<file path="src/rtl/exe_div_if.sv">
// Operand/result bundle between the EX stage and the iterative divider.
// The EX stage is the master: it presents the decoded DIV/DIVU request and
// operands, and receives the stall request and the HI/LO result.
interface exe_div_if;
    logic        start_i;
    logic        signed_i;
    logic [31:0] dividend_i;
    logic [31:0] divisor_i;
    logic        stall_req_o;
    logic        ready_o;
    logic [31:0] div_hi_o;
    logic [31:0] div_lo_o;

    modport master (
        output start_i, signed_i, dividend_i, divisor_i,
        input  stall_req_o, ready_o, div_hi_o, div_lo_o
    );

    modport slave (
        input  start_i, signed_i, dividend_i, divisor_i,
        output stall_req_o, ready_o, div_hi_o, div_lo_o
    );
endinterface

</file>
<file path="src/rtl/exe_div.sv">
// Iterative 32-bit MIPS DIV/DIVU unit for the EX stage.
// Radix-2 restoring division, one quotient bit per cycle. The remainder
// goes to HI and the quotient to LO; the pipeline is frozen through
// stall_req_o while the divide runs.
module exe_div (
    input  logic      clk,
    input  logic      rst,
    input  logic      flush_i,
    input  logic      stall_i,
    exe_div_if.slave  div_if
);
    typedef enum logic [1:0] {
        S_IDLE,
        S_DIV,
        S_DONE
    } state_e;

    state_e      state_q, state_d;
    logic [5:0]  cnt_q, cnt_d;
    logic [63:0] work_q, work_d;      // {remainder, quotient}
    logic [31:0] divisor_q, divisor_d;
    logic        quo_neg_q, quo_neg_d;
    logic        rem_neg_q, rem_neg_d;
    logic [31:0] hi_q, hi_d;
    logic [31:0] lo_q, lo_d;
    logic        ready_q;

    // Operand magnitudes; abs is only taken for the signed flavour.
    logic        dvd_neg, dvs_neg;
    logic [31:0] dvd_abs, dvs_abs;

    assign dvd_neg = div_if.signed_i & div_if.dividend_i[31];
    assign dvs_neg = div_if.signed_i & div_if.divisor_i[31];
    assign dvd_abs = dvd_neg ? (32'd0 - div_if.dividend_i) : div_if.dividend_i;
    assign dvs_abs = dvs_neg ? (32'd0 - div_if.divisor_i)  : div_if.divisor_i;

    // One restoring step: shift {rem,quo} left, subtract the divisor from the
    // 33-bit partial remainder if it fits and shift a 1 into the quotient.
    logic [64:0] shifted;
    logic        fits;
    logic [31:0] rem_sub;
    logic [63:0] step;

    always_comb begin
        shifted = {work_q, 1'b0};
        fits    = (shifted[64:32] >= {1'b0, divisor_q});
        // The difference is below the divisor, so its low 32 bits are exact.
        rem_sub = shifted[63:32] - divisor_q;
        if (fits) begin
            step = {rem_sub, shifted[31:1], 1'b1};
        end else begin
            step = shifted[63:0];
        end
    end

    // Next-state and datapath update; flush aborts from any state.
    always_comb begin
        // NOTE: every signal gets a default first so no path can infer a latch.
        state_d   = state_q;
        cnt_d     = cnt_q;
        work_d    = work_q;
        divisor_d = divisor_q;
        quo_neg_d = quo_neg_q;
        rem_neg_d = rem_neg_q;
        hi_d      = hi_q;
        lo_d      = lo_q;

        if (flush_i) begin
            state_d = S_IDLE;
        end else begin
            unique case (state_q)
                S_IDLE: begin
                    if (div_if.start_i) begin
                        if (div_if.divisor_i == 32'd0) begin
                            // Divide by zero: no trap, fixed result pattern.
                            lo_d    = 32'hFFFF_FFFF;
                            hi_d    = div_if.dividend_i;
                            state_d = S_DONE;
                        end else begin
                            work_d    = {32'd0, dvd_abs};
                            divisor_d = dvs_abs;
                            quo_neg_d = dvd_neg ^ dvs_neg;
                            rem_neg_d = dvd_neg;
                            cnt_d     = 6'd0;
                            state_d   = S_DIV;
                        end
                    end
                end
                S_DIV: begin
                    if (!div_if.start_i) begin
                        // Instruction left EX: abandon without touching HI/LO.
                        state_d = S_IDLE;
                    end else begin
                        work_d = step;
                        cnt_d  = cnt_q + 6'd1;
                        if (cnt_q == 6'd31) begin
                            lo_d    = quo_neg_q ? (32'd0 - step[31:0])  : step[31:0];
                            hi_d    = rem_neg_q ? (32'd0 - step[63:32]) : step[63:32];
                            state_d = S_DONE;
                        end
                    end
                end
                S_DONE: begin
                    // Held start_i is ignored here; leave once downstream accepts.
                    if (!stall_i) begin
                        state_d = S_IDLE;
                    end
                end
                default: state_d = S_IDLE;
            endcase
        end
    end

    // State and datapath registers with synchronous reset.
    always_ff @(posedge clk) begin
        // NOTE: sequential state uses non-blocking assignments only.
        if (rst) begin
            state_q   <= S_IDLE;
            cnt_q     <= 6'd0;
            work_q    <= 64'd0;
            divisor_q <= 32'd0;
            quo_neg_q <= 1'b0;
            rem_neg_q <= 1'b0;
            hi_q      <= 32'd0;
            lo_q      <= 32'd0;
            ready_q   <= 1'b0;
        end else begin
            state_q   <= state_d;
            cnt_q     <= cnt_d;
            work_q    <= work_d;
            divisor_q <= divisor_d;
            quo_neg_q <= quo_neg_d;
            rem_neg_q <= rem_neg_d;
            hi_q      <= hi_d;
            lo_q      <= lo_d;
            ready_q   <= (state_d == S_DONE);
        end
    end

    assign div_if.stall_req_o = ((state_q == S_IDLE) & div_if.start_i & ~flush_i)
                              | (state_q == S_DIV);
    assign div_if.ready_o     = ready_q;
    assign div_if.div_hi_o    = hi_q;
    assign div_if.div_lo_o    = lo_q;

endmodule

</file>
<file path="src/flat_wrapper.sv">
// flat-port wrapper written by rule: the top's interface ports become plain ports
module exe_div_flat 
  (clk, rst, flush_i, stall_i, div_if_start_i, div_if_signed_i, div_if_dividend_i, div_if_divisor_i, div_if_stall_req_o, div_if_ready_o, div_if_div_hi_o, div_if_div_lo_o);
  exe_div_if div_if_i ();
  input  logic clk;
  input  logic rst;
  input  logic flush_i;
  input  logic stall_i;
  input wire logic [$bits(div_if_i.start_i)-1:0] div_if_start_i;
  input wire logic [$bits(div_if_i.signed_i)-1:0] div_if_signed_i;
  input wire logic [$bits(div_if_i.dividend_i)-1:0] div_if_dividend_i;
  input wire logic [$bits(div_if_i.divisor_i)-1:0] div_if_divisor_i;
  output wire logic [$bits(div_if_i.stall_req_o)-1:0] div_if_stall_req_o;
  output wire logic [$bits(div_if_i.ready_o)-1:0] div_if_ready_o;
  output wire logic [$bits(div_if_i.div_hi_o)-1:0] div_if_div_hi_o;
  output wire logic [$bits(div_if_i.div_lo_o)-1:0] div_if_div_lo_o;
  assign div_if_i.start_i = div_if_start_i;
  assign div_if_i.signed_i = div_if_signed_i;
  assign div_if_i.dividend_i = div_if_dividend_i;
  assign div_if_i.divisor_i = div_if_divisor_i;
  assign div_if_stall_req_o = div_if_i.stall_req_o;
  assign div_if_ready_o = div_if_i.ready_o;
  assign div_if_div_hi_o = div_if_i.div_hi_o;
  assign div_if_div_lo_o = div_if_i.div_lo_o;
  exe_div u_core (.clk(clk), .rst(rst), .flush_i(flush_i), .stall_i(stall_i), .div_if(div_if_i));
endmodule
</file>
<file path="config.mk">
export PLATFORM = sky130hd
export DESIGN_NAME = exe_div_flat
export DESIGN_NICKNAME = d
export VERILOG_FILES = /design/src/rtl/exe_div_if.sv /design/src/rtl/exe_div.sv /design/src/flat_wrapper.sv
export SDC_FILE = /design/constraint.sdc
export NUM_CORES = 1
export LEC_CHECK = 0
export BUFFER_PORTS_ARGS = -buffer_cell sky130_fd_sc_hd__buf_2
export CAP_MARGIN = 40
export CORE_MARGIN = 8
export CORE_UTILIZATION = 30
export DETAILED_ROUTE_END_ITERATION = 7
export PLACE_DENSITY = 0.48
export SLEW_MARGIN = 20
export SYNTH_ARGS = -nofsm -noshare
export SYNTH_HDL_FRONTEND = slang
export SYNTH_SLANG_ARGS = --single-unit
</file>
<file path="constraint.sdc">
create_clock -name clk -period 5.2 [get_ports clk]
set_input_delay 1.04 -clock clk [delete_from_list [all_inputs] [get_ports clk]]
set_output_delay 1.04 -clock clk [all_outputs]
set_load 0.05 [all_outputs]
</file>
==> metrics.yaml, run 1 <==
routing:
  via_per_inst: 5.41
  ant_nets: 0
  route.vias.total: 11800
  firstDrtPassIters: 5
  wl_per_cell_microns: 19.7
  routed_wirelength_mm: 43.0
  drc_errors: 0
  detail_route.iter0.violations: 937
logic_synthesis:
  ys_async_sr_fraction_pct: 0
  syn_inst: 1582
  synth_warnings: 0
  synth_edf_count: 0
  synthesis.nets: 1690
  mappedNetlistArea_sq_um: 12000
  synth_cell_types: 95
  yosysMostFrequentCell: "nor2_1"
  synth_top_area_share_pct: 28.5
  synthTopCellsByArea: "dfxtp_1 28%, nor2_1 6.2%, a21oi_1 5.7%"
  yosys_register_bits: 171
  yosys-top-cells-count: "197 x nor2_1, 171 x dfxtp_1, 142 x nand2_1, 136 x a21oi_1, 108 x o21ai_0"
  syn_avg_cell_area_sq_um: 7.60
  synthFlopType: "dfxtp_1"
  ys_seq_area_share_pct: 28.5
  yosysTopAreaCell: "dfxtp_1"
critical_path:
  startpoint: "u_core.divisor_q[4]"
  start_kind: "register"
  arrival_ps: 4800
  crit_fanout: 13
  crit_top_cell: "inv_1"
  end_kind: "register"
  crit_required_ps: 5550
  worstPathCellList: "inv_1 -> ha_1 -> a21o_1 -> a31oi_1 -> a2111oi_2 -> o31ai_2 -> a32o_2 -> mux2_2 -> inv_1 -> ha_1 -> inv_1 -> nor4_4 -> and2_2 -> and3_1 -> a2111oi_0 -> or3_1"
  critPathSlowestCell: "a32o_2"
  critical_path_buf_inv_count: 3
  slowest_delay_ps: 490
  worstReg2RegStart: "u_core.divisor_q[4]"
  path_delay_family: "compound AO/OA/AOI/OAI gates"
  path_class: "reg -> reg"
power:
  p_int_mw: 2.35
  power.clock.fraction_pct: 40.4
  seqPwrFrac_pct: 40.1
  leakagePower_nw: 5.55
  p_sw_share_pct: 31.2
  power_density_nw_per_um2: 250
  switchingPower_mw: 1.07
  combPwrFrac_pct: 19.5
  ir_worst_vdd_mv: 0.223
finish:
  finalNetCount: 1755
  n_fill_cell: 4321
  layout-drive-gt1-share_pct: 14.7
  area_delta_synth_final_pct: 13.8
  antenna_cells: 0
  final_area_sq_um: 13700
die:
  die_w_microns: 216
  dieArea_sq_um: 46700
  die_h_microns: 216
  initial_core_util_pct: 30.3
  row_count: 73
  coreArea_sq_um: 39600
  ios: 136
clocking:
  cts_tree: "yes"
  cts_root_buffer: "clkbuf_16"
  cts_hold_buf: 0
  cts_setup_buffers: 0
  cts.path.max_buffers: 2
  clk_pin_slew_worst_paths_ps: 80
  clk_latency_ps: 460
  ctsResizeCount: 0
  clock-sinks: 171
  htree_levels: 4
  cts_buffers: 17
placement:
  postPlaceCellArea_sq_um: 13100
  place_congestion: 0.885
  io_buffers: 135
  dpl.hpwl_mm: 33.0
hold_path:
  hold_start: "u_core.divisor_q[31]"
  min_path_type: "reg -> reg"
sta:
  fmax_mhz: 225
  period_share_pct: 85.6
  clock_skew_ps: 16.3
  grt_setup_unrepaired: "false"
  slew_headroom_pct: 42.5
  fin_setup_tns_ps: 0
  period_minus_slack_ps: 4450
  setup_viol: 0
  drv_slew: 0
  worst_pin_slew_ps: 855
  hold_viol: 0
outcome:
  status: "complete, no violations"
run:
  cap_violations: 0
grt:
  grt_overflow_total: 0
  antenna_found_initial: 1
  grt_pass1_vias: 11300
  grt_pass1_wl_mm: 67.0
  grt_max_degree: 76
  grt_use_total_pct: 17.9
power groups by stage:
| stage | Sequential, mW | Clock, mW | Combinational [mW] |
|---|---|---|---|
| finish | 1.37 | 1.38 | 0.666 |
| detailed placement | 1.40 | 0 | 0.658 |
| global placement | 1.40 | 0 | 0.653 |
| global route | 1.37 | 1.46 | 0.736 |
| floorplan | 1.39 | 0 | 0.463 |
| CTS | 1.37 | 1.42 | 0.661 |
layout make-up:
type	count	area [sq um]	share of cell area, %
Tap cell	525	657	4.80
Multi-Input combinational cell	1244	7880	57.6
Sequential cell	171	3420	25.0
Timing Repair Buffer	158	903	6.60
Clock inverter	12	163	1.19
Clock buffer	19	443	3.24
Inverter	55	206	1.51
layout by cell type (no fill, tap or decap), types with 28 or more instances in the layout:
cell        n
xor2_1     71
inv_1      55
o21ai_0   107
a211oi_1   59
ha_1       37
nor3_1     42
nand3_1    28
xnor2_1    62
buf_2     135
nor2_1    197
dfxtp_1   171
nand2_1   141
a21oi_1   136
metrics by stage:
step	hold WS [ps]	worst slack (ps)	instances	total power, mW	utilization, %
4_1_cts	456	817	2182	3.45	34.5
3_5_place_dp	448	688	2151	2.06	32.9
6_report	455	747	2184	3.42	34.5
5_1_grt	489	467	2184	3.57	34.5
3_3_place_gp	445	804	2148	2.05	32.8
2_1_floorplan	432	951	1582	1.85	-
per-layer routing:
metal | up-vias | part of all wire (%) | track usage [%]
met5 | - | 0 | 0
li1 | 5863 | - | -
met1 | 5592 | 49 | 25.2
met4 | 0 | 1.6 | 4.60
met3 | 43 | 4.7 | 2.81
met2 | 325 | 45 | 28.2
final timing paths:
| path | to | slack, ps | cells past startpoint |
|---|---|---|---|
| worst max-delay path | u_core.div_if.div_hi_o[28] | 750 | 16 |
| worst min register to register | u_core.divisor_q[31] | 460 | 2 |
| worst min-delay path | u_core.divisor_q[31] | 460 | 2 |
| worst max register to register | u_core.div_if.div_hi_o[28] | 750 | 16 |
worst register-to-register path: cells and delay by family (launching register included):
kind            cells  cell delay [ps]
compound gates      6             1640
simple gates        4             1130
mux                 1              430
buf+inv             3              220
flops               1              320
fa+ha+maj           2              600
logic make-up after synthesis:
group	share of synthesized area [%]
buffers and inverters	6.18
multiplexers	3.01
AO/OA/AOI/OAI	26.9
flip-flops	28.5
AND/OR/NAND/NOR	21.7
XOR/XNOR	9.69
adder cells (fa/ha/maj)	4.02
state kept, by name, summed over array words and instances, names as in the netlist:
name                    cells
u_core.cnt_q                6
u_core.div_if.div_hi_o     32
u_core.div_if.div_lo_o     32
u_core.div_if.ready_o       1
u_core.divisor_q           32
u_core.quo_neg_q            1
u_core.rem_neg_q            1
u_core.state_q              2
u_core.work_q              64
No activity file was read; power rests on OpenSTA's default activity.
==> inputs of run 2 (changes only) <==
--- a/config.mk
+++ b/config.mk
@@ -7,10 +7,9 @@
 export LEC_CHECK = 0
 export BUFFER_PORTS_ARGS = -buffer_cell sky130_fd_sc_hd__buf_2
 export CAP_MARGIN = 40
-export CORE_MARGIN = 8
+export CORE_MARGIN = 4
 export CORE_UTILIZATION = 30
 export DETAILED_ROUTE_END_ITERATION = 7
-export PLACE_DENSITY = 0.48
 export SLEW_MARGIN = 20
 export SYNTH_ARGS = -nofsm -noshare
 export SYNTH_HDL_FRONTEND = slang
==> run 2 against run 1 <==
Sequential power barely moved. Register-to-register slack improved by 100 ps. Flip-flop and latch count did not move. First-iteration DRC count rose by 5.9%. Hold slack improved by 27 ps. Clock power fell by 10%. Worst setup slack improved by 100 ps. Critical path depth did not move. Global-route usage barely moved. Clock-buffer cell count fell by 1. Via count rose by 0.81%. Critical path type unchanged. Largest power group is now sequential cells.
==> metrics.yaml, run 2 (same netlist as run 1, synthesis figures left out) <==
die:
  die_h_microns: 208
  row_count: 73
  coreArea_sq_um: 39600
  ios: 136
  die_w_microns: 208
  initial_core_util_pct: 30.3
  dieArea_sq_um: 43300
finish:
  largest_reg_flops: 64
  layout.cells.most_common: "nor2_1"
  area_delta_synth_final_pct: 13.6
  layout_common_cells: "197 x nor2_1, 171 x dfxtp_1, 141 x nand2_1"
  layout-drive-gt1-share_pct: 14.8
  top_register: "u_core.work_q"
  fin_cells: 2187
  finalNetCount: 1756
power:
  leakagePower_nw: 5.52
  p_sw_share_pct: 32.3
  post-layout-total-power_mw: 3.27
  p_int_mw: 2.21
  switchingPower_mw: 1.06
  power.clock.fraction_pct: 37.9
  ir_worst_vdd_mv: 0.232
  power_density_nw_per_um2: 240
  combPwrFrac_pct: 20.2
  seqPwrFrac_pct: 41.9
critical_path:
  crit_required_ps: 5530
  arrival_ps: 4680
  start_kind: "register"
  worstPathCellList: "inv_1 -> ha_1 -> a21o_1 -> a31oi_1 -> a2111oi_2 -> o31ai_2 -> a32o_2 -> mux2_2 -> inv_1 -> ha_1 -> inv_1 -> nor4_4 -> and2_2 -> and3_1 -> a2111oi_0 -> or3_1"
  critPathSlowestCell: "a32o_2"
  crit_fanout: 11
  end_kind: "register"
  path_class: "reg -> reg"
  slowest_delay_ps: 430
  crit_top_cell: "inv_1"
clocking:
  cts_hold_buf: 0
  cts.path.max_buffers: 2
  clk_latency_ps: 450
  clk_pin_slew_worst_paths_ps: 70
  ctsResizeCount: 0
  htree_levels: 4
  cts_buffers: 17
  clock-sinks: 171
  cts_setup_buffers: 0
  cts_root_buffer: "clkbuf_16"
  cts_tree: "yes"
grt:
  grt_use_total_pct: 18.0
  grt_overflow_total: 0
  antenna_found_initial: 3
  grt_pass1_wl_mm: 63.3
  grt_max_degree: 84
  grt_pass1_vias: 11200
routing:
  wl_per_cell_microns: 18.5
  route.vias.total: 11900
  routed_wirelength_mm: 40.4
  ant_nets: 0
  drc_errors: 0
  via_per_inst: 5.45
  detail_route.iter0.violations: 992
  firstDrtPassIters: 5
sta:
  fin_setup_tns_ps: 0
  fmax_mhz: 230
  worst_pin_slew_ps: 850
  period_share_pct: 83.7
  worst_slack_ps: 848
  slew_headroom_pct: 43.3
  setup_viol: 0
  grt_setup_unrepaired: "false"
  clock_skew_ps: 12.0
  drv_slew: 0
  hold_viol: 0
  period_minus_slack_ps: 4350
run:
  cap_violations: 0
placement:
  dp_cells: 2152
  dpl.hpwl_mm: 31.0
  place_congestion: 0.909
  dp_slack_ps: 871
  io_buffers: 135
hold_path:
  min_path_type: "reg -> reg"
outcome:
  status: "complete, no violations"
-- run 2: cell types whose count changed in the layout (fill, tap and decap cells not counted), sizes merged --
cell / before / now
inv: 60 / 61
clkinv: 3 / 4
diode: 0 / 2
buf: 157 / 158
clkinvlp: 1 / 3
clkbuf: 20 / 19
bufinv: 3 / 0
-- run 2: area by class of cell --
cell class / instances / area, sq um
multi-input combinational: 1244 / 7880
antenna: 2 / 5.00
timing repair buffer: 159 / 928
clock buffer: 18 / 439
fill: 4262 / 26000
clock inverter: 13 / 108
sequential: 171 / 3420
inverter: 55 / 206
tap: 525 / 657
-- run 2: power by group through the flow --
stage / Clock, mW / Sequential [mW] / Combinational, mW
final: 1.24 / 1.37 / 0.660
after CTS: 1.26 / 1.37 / 0.653
after global placement: 0 / 1.40 / 0.640
after detailed placement: 0 / 1.40 / 0.650
after floorplan: 0 / 1.39 / 0.463
after global routing: 1.32 / 1.37 / 0.731
-- run 2: stage by stage --
step | hold slack [ps] | utilization, % | instance area (sq um)
finish | 482 | 34.4 | 13700
global route | 509 | 34.4 | 13600
CTS | 480 | 34.3 | 13600
detailed placement | 471 | 33.0 | 13100
global placement | 469 | 32.8 | 13000
floorplan | 432 | - | 12000
-- run 2: path summary, 6_finish.rpt --
| path | from | end | slack [ps] | cells after the start |
|---|---|---|---|---|
| hold / removal | u_core.divisor_q[3] | u_core.divisor_q[3] | 480 | 2 |
| setup reg to reg | u_core.divisor_q[4] | u_core.div_if.div_hi_o[28] | 850 | 16 |
| setup / recovery | u_core.divisor_q[4] | u_core.div_if.div_hi_o[28] | 850 | 16 |
| hold reg to reg | u_core.divisor_q[3] | u_core.divisor_q[3] | 480 | 2 |
-- run 2: critical path: cells and delay by family (launching register included) --
kind	cells	cell delay, ps
compound gates	6	1570
simple gates	4	1130
fa+ha+maj	2	580
mux	1	410
flops	1	330
buf+inv	3	210
-- run 2: per-layer routing --
metal  share of wire (%)  up-vias  GRT usage (%)  wire length [microns]
li1                    -     5878              -                      -
met4                 1.9        2           4.92                    782
met1                  47     5678           24.8                  18900
met3                 4.5       45           2.85                   1820
met5               0.032        -              0                     13
met2                  47      316           29.3                  18800
